$ cat config.mk
export PLATFORM = sky130hd
export DESIGN_NAME = serial_add_ctrl
export DESIGN_NICKNAME = d
export VERILOG_FILES = /design/src/rtl/serial_add_ctrl_pkg.sv /design/src/rtl/serial_add_ctrl_add1b.sv /design/src/rtl/serial_add_ctrl.sv
export SDC_FILE = /design/constraint.sdc
export NUM_CORES = 1
export LEC_CHECK = 0
export CORE_MARGIN = 2
export CORE_UTILIZATION = 51
export DETAILED_ROUTE_END_ITERATION = 10
export PLACE_DENSITY = 0.81
export SETUP_SLACK_MARGIN = 0.5
export SKIP_LAST_GASP = 1
export SLEW_MARGIN = 20
export SYNTH_ARGS = -nofsm -noshare
export SYNTH_HDL_FRONTEND = slang
export SYNTH_SLANG_ARGS = --single-unit
$ cat constraint.sdc
create_clock -name clk -period 1.9 [get_ports clk]
set_clock_uncertainty 0.1 [all_clocks]
set_input_delay 0.38 -clock clk [delete_from_list [all_inputs] [get_ports clk]]
set_output_delay 0.38 -clock clk [all_outputs]
set_load 0.01 [all_outputs]
$ cat src/rtl/serial_add_ctrl_pkg.sv
// serial_add_ctrl_pkg: shared FSM state type and default operand width
package serial_add_ctrl_pkg;
  localparam int DEF_WIDTH = 8;
  typedef enum logic [1:0] {IDLE, RUN, DONE} state_t;
endpackage

$ cat src/rtl/serial_add_ctrl_add1b.sv
// add1b: 1-bit full adder; a, b, ci in -> r sum bit, co carry out
module add1b (
  input  logic a,
  input  logic b,
  input  logic ci,
  output logic r,
  output logic co
);
  assign r  = a ^ b ^ ci;
  assign co = (a & b) | (ci & (a ^ b));
endmodule

$ cat src/rtl/serial_add_ctrl.sv
// serial_add_ctrl: bit-serial {co,r} = a + b + ci, LSB first, one shared full adder
// clk/rst_n clock and async active-low reset; start/a/b/ci request and operands;
// busy while bits are processed, done one-cycle result pulse, r/co/ovf held results
module serial_add_ctrl
  import serial_add_ctrl_pkg::*;
#(
  parameter int WIDTH = DEF_WIDTH
) (
  input  logic             clk,
  input  logic             rst_n,
  input  logic             start,
  input  logic [WIDTH-1:0] a,
  input  logic [WIDTH-1:0] b,
  input  logic             ci,
  output logic             busy,
  output logic             done,
  output logic [WIDTH-1:0] r,
  output logic             co,
  output logic             ovf
);
  localparam int CW = $clog2(WIDTH) + 1;
  state_t state, state_nx;
  logic [WIDTH-1:0] sa, sb;
  logic [CW-1:0] cnt;
  logic c, s, c_nx, last, accept;
  add1b u_fa (.a(sa[0]), .b(sb[0]), .ci(c), .r(s), .co(c_nx));
  assign last   = cnt == CW'(WIDTH - 1);
  assign accept = state == IDLE && start;
  always_ff @(posedge clk or negedge rst_n)
    if (!rst_n) state <= IDLE;
    else state <= state_nx;
  always_comb begin
    state_nx = state;
    busy = state == RUN;
    done = state == DONE;
    state_nx = state == IDLE ? (start ? RUN : IDLE) :
               state == RUN  ? (last ? DONE : RUN) : IDLE;
  end
  // r fills from the MSB side so after WIDTH shifts bit 0 sits at r[0];
  // c still holds the carry into the MSB on the last bit, giving ovf
  always_ff @(posedge clk or negedge rst_n)
    if (!rst_n) begin
      sa <= '0;
      sb <= '0;
      c <= 1'b0;
      cnt <= '0;
      r <= '0;
      co <= 1'b0;
      ovf <= 1'b0;
    end else if (accept) begin
      sa <= a;
      sb <= b;
      c <= ci;
      cnt <= '0;
    end else if (state == RUN) begin
      sa <= sa >> 1;
      sb <= sb >> 1;
      c <= c_nx;
      cnt <= cnt + CW'(1);
      r <= {s, r[WIDTH-1:1]};
      if (last) begin
        co <= c_nx;
        ovf <= c ^ c_nx;
      end
    end
endmodule

==> impl_metrics.py <==
metrics = {
    "timing": {
        "fin_crit_sh_pct": 82.5,
        "setup_viol": 0,
        "period_minus_slack_ps": 1570,
        "finalSetupTns_ps": 0,
        "rsz0062_at_grt": "true",
        "max_freq_mhz": 638,
        "tightest_slew_ps": 421,
        "finalHoldViolations": 0,
        "timing.final.ws_setup_ps": 332,
        "relSlewSlack_pct": 71.9,
        "slew_viol_final": 0,
    },
    "synthesis": {
        "synth-seq-area-share_pct": 50.2,
        "synth_ff_type": "dfrtp_1",
        "synth_area_sq_um": 1650,
        "synthTopCellsByArea": "dfrtp_1 50%, and2b_2 8.0%, a22oi_1 6.8%, nand2_1 6.6%, a21oi_1 5.5%",
        "synth_nets": 181,
        "synth_top_area_share_pct": 50.2,
        "synthCells": 159,
        "synth-seq-cells": 33,
        "synth_cell_type_count": 28,
        "synth-edff-count": 0,
        "yosysWarnings": 0,
        "async_flop_share_pct": 100,
        "synth_area_leader_cell": "dfrtp_1",
        "postSynthAreaPerCell_sq_um": 10.3,
    },
    "clock_tree": {
        "clk_pin_slew_ps": 110,
        "numCtsBuffers": 5,
        "worstSkewPairLatency_ps": 320,
        "root_buffer": "clkbuf_4",
        "cts_tree": "yes",
        "clockBufferDepth": 2,
        "clkSinkCount": 33,
        "htree_levels": 2,
    },
    "routing": {
        "drc_errors": 0,
        "via_per_inst": 5.73,
        "wirelength_um": 4940,
        "via_count": 1512,
        "wl_per_cell_um": 18.7,
        "drt_first_pass_iters": 5,
        "drt_iter0_drc": 115,
        "postRouteAntennaNets": 0,
    },
    "floorplan": {
        "dieArea_sq_um": 3700,
        "start_util_pct": 53.9,
        "die_x_um": 60.8,
        "num_rows": 20,
        "io_pins": 32,
        "die_h_um": 60.8,
        "core_sq_um": 3050,
    },
    "critical_path": {
        "cp-end-kind": "output port",
        "required_ps": 1420,
        "arrival_ps": 1090,
        "cp-start-kind": "flop",
        "crit_type": "reg2out",
        "worstPathMaxFanout": 4,
    },
    "pwr": {
        "p_per_area_nw_per_um2": 1550,
        "p_leak_nw": 1.12,
        "ir_drop_mv": 0.806,
    },
    "cells_and_area": {
        "final_common_cell": "dfrtp_1",
        "diodes": 0,
        "seq_area_sq_um": 826,
        "nets": 241,
        "multi_input_area_sq_um": 796,
        "synthToLayoutAreaGrowth_pct": 40.6,
        "final_cell_mix": "33 x dfrtp_1, 28 x nand2_1, 25 x buf_4, 18 x clkdlybuf4s50_1, 16 x o21ai_1",
        "fillers": 207,
        "drive_gt1_share_pct": 40.0,
    },
    "global_routing": {
        "grt_pass1_wl_um": 6440,
        "grt_pass1_vias": 1393,
        "grt_overflow_total": 0,
        "antenna_found_initial": 0,
        "track_usage_pct": 24.6,
        "grt_max_degree": 34,
    },
    "placed_design": {
        "port-buffer-count": 31,
        "place_hpwl_um": 2510,
        "place.gp.congestion": 0.762,
        "place_ws_ps": 102,
    },
    "outcome": {
        "status": "complete, no violations",
    },
    "job": {
        "max_cap_viol_count": 0,
    },
    "min_path": {
        "min_path_type": "in2async",
    },
}
[critical path: stages, from the launching register on]
cell and delay [ps]:
dfrtp_1 450, nor2b_1 170, buf_2 150
[kinds of logic (layout without fill, tap and decap cells)]
family,after synthesis,in the layout,share of synthesized area [%]
muxes,3,3,2.05
xor gates and xnor gates,1,1,0.532
buffers and inverters,11,72,6.24
DFF,33,33,50.2
adders and majority gates,2,2,1.98
AOI/OAI and AO/OA,55,55,19.8
and+or+nand+nor,54,54,19.2
[routing by layer]
layer | track usage (%) | wire length (um)
met1 | 31.6 | 1810
met2 | 39.9 | 2610
met5 | 0 | 0
met3 | 6.18 | 337
met4 | 9.94 | 189
[state kept, by name (all words and copies together), names as in the netlist]
| signal | count |
|---|---|
| r | 8 |
| sa | 8 |
| sb | 8 |
| cnt | 4 |
| state | 2 |
| c | 1 |
| co | 1 |
| ovf | 1 |
[final timing paths]
path	startpoint	endpoint	slack (ps)	cells after the start
worst max-delay path	state[0]$_DFF_PN0_	done	330	2
worst min-delay path	rst_n	sb[5]$_DFFE_PN0P_	340	2
worst max register to register	sb[0]$_DFFE_PN0P_	ovf$_DFFE_PN0P_	390	3
worst min register to register	co$_DFFE_PN0P_	co$_DFFE_PN0P_	420	1
max in group asynchronous	rst_n	c$_DFFE_PN0P_	1030	2
min in group clk	co$_DFFE_PN0P_	co$_DFFE_PN0P_	420	1
[timing repair]
action,CTS,global route
resized for setup,60,25
setup buffers,12,7
hold buffers,0,0
gates cloned,2,1
endpoints found under the setup margin,30,23
pin swaps,3,18
[where the power goes]
group	internal, mW	total [mW]	switching [mW]
clock	0.314	0.549	0.235
combinational	0.873	1.79	0.921
sequential	0.984	1.23	0.250
[synthesized netlist by cell type (all sizes together) (2+ instances only)]
| cell type | number |
|---|---|
| nand2 | 29 |
| and2b | 17 |
| nand3 | 2 |
| o21ai | 18 |
| buf | 7 |
| mux2 | 3 |
| a21oi | 18 |
| dfrtp | 33 |
| nor2 | 2 |
| a22oi | 15 |
| a22o | 2 |
| nor2b | 2 |
[area by class of cell]
cell class | instances | share of cell area (%)
Inverter | 1 | 0.162
Clock buffer | 7 | 2.38
Sequential cell | 33 | 35.7
Multi-Input combinational cell | 115 | 34.4
Clock inverter | 1 | 1.30
Tap cell | 44 | 2.38
Timing Repair Buffer | 63 | 23.7
[per-stage QoR]
step | power, mW | instance area, sq um | utilization, % | instances | hold slack, ps
after floorplan | 2.08 | 1650 | - | 159 | -15.6
after global placement | 2.48 | 1990 | 65.3 | 234 | 360
after detailed placement | 2.58 | 1990 | 65.3 | 234 | 380
after CTS | 3.24 | 2160 | 70.7 | 256 | 360
after global routing | 3.76 | 2310 | 75.8 | 264 | 381
final | 3.58 | 2310 | 75.8 | 264 | 340
Note: power is estimated with default switching activity, not from simulation.
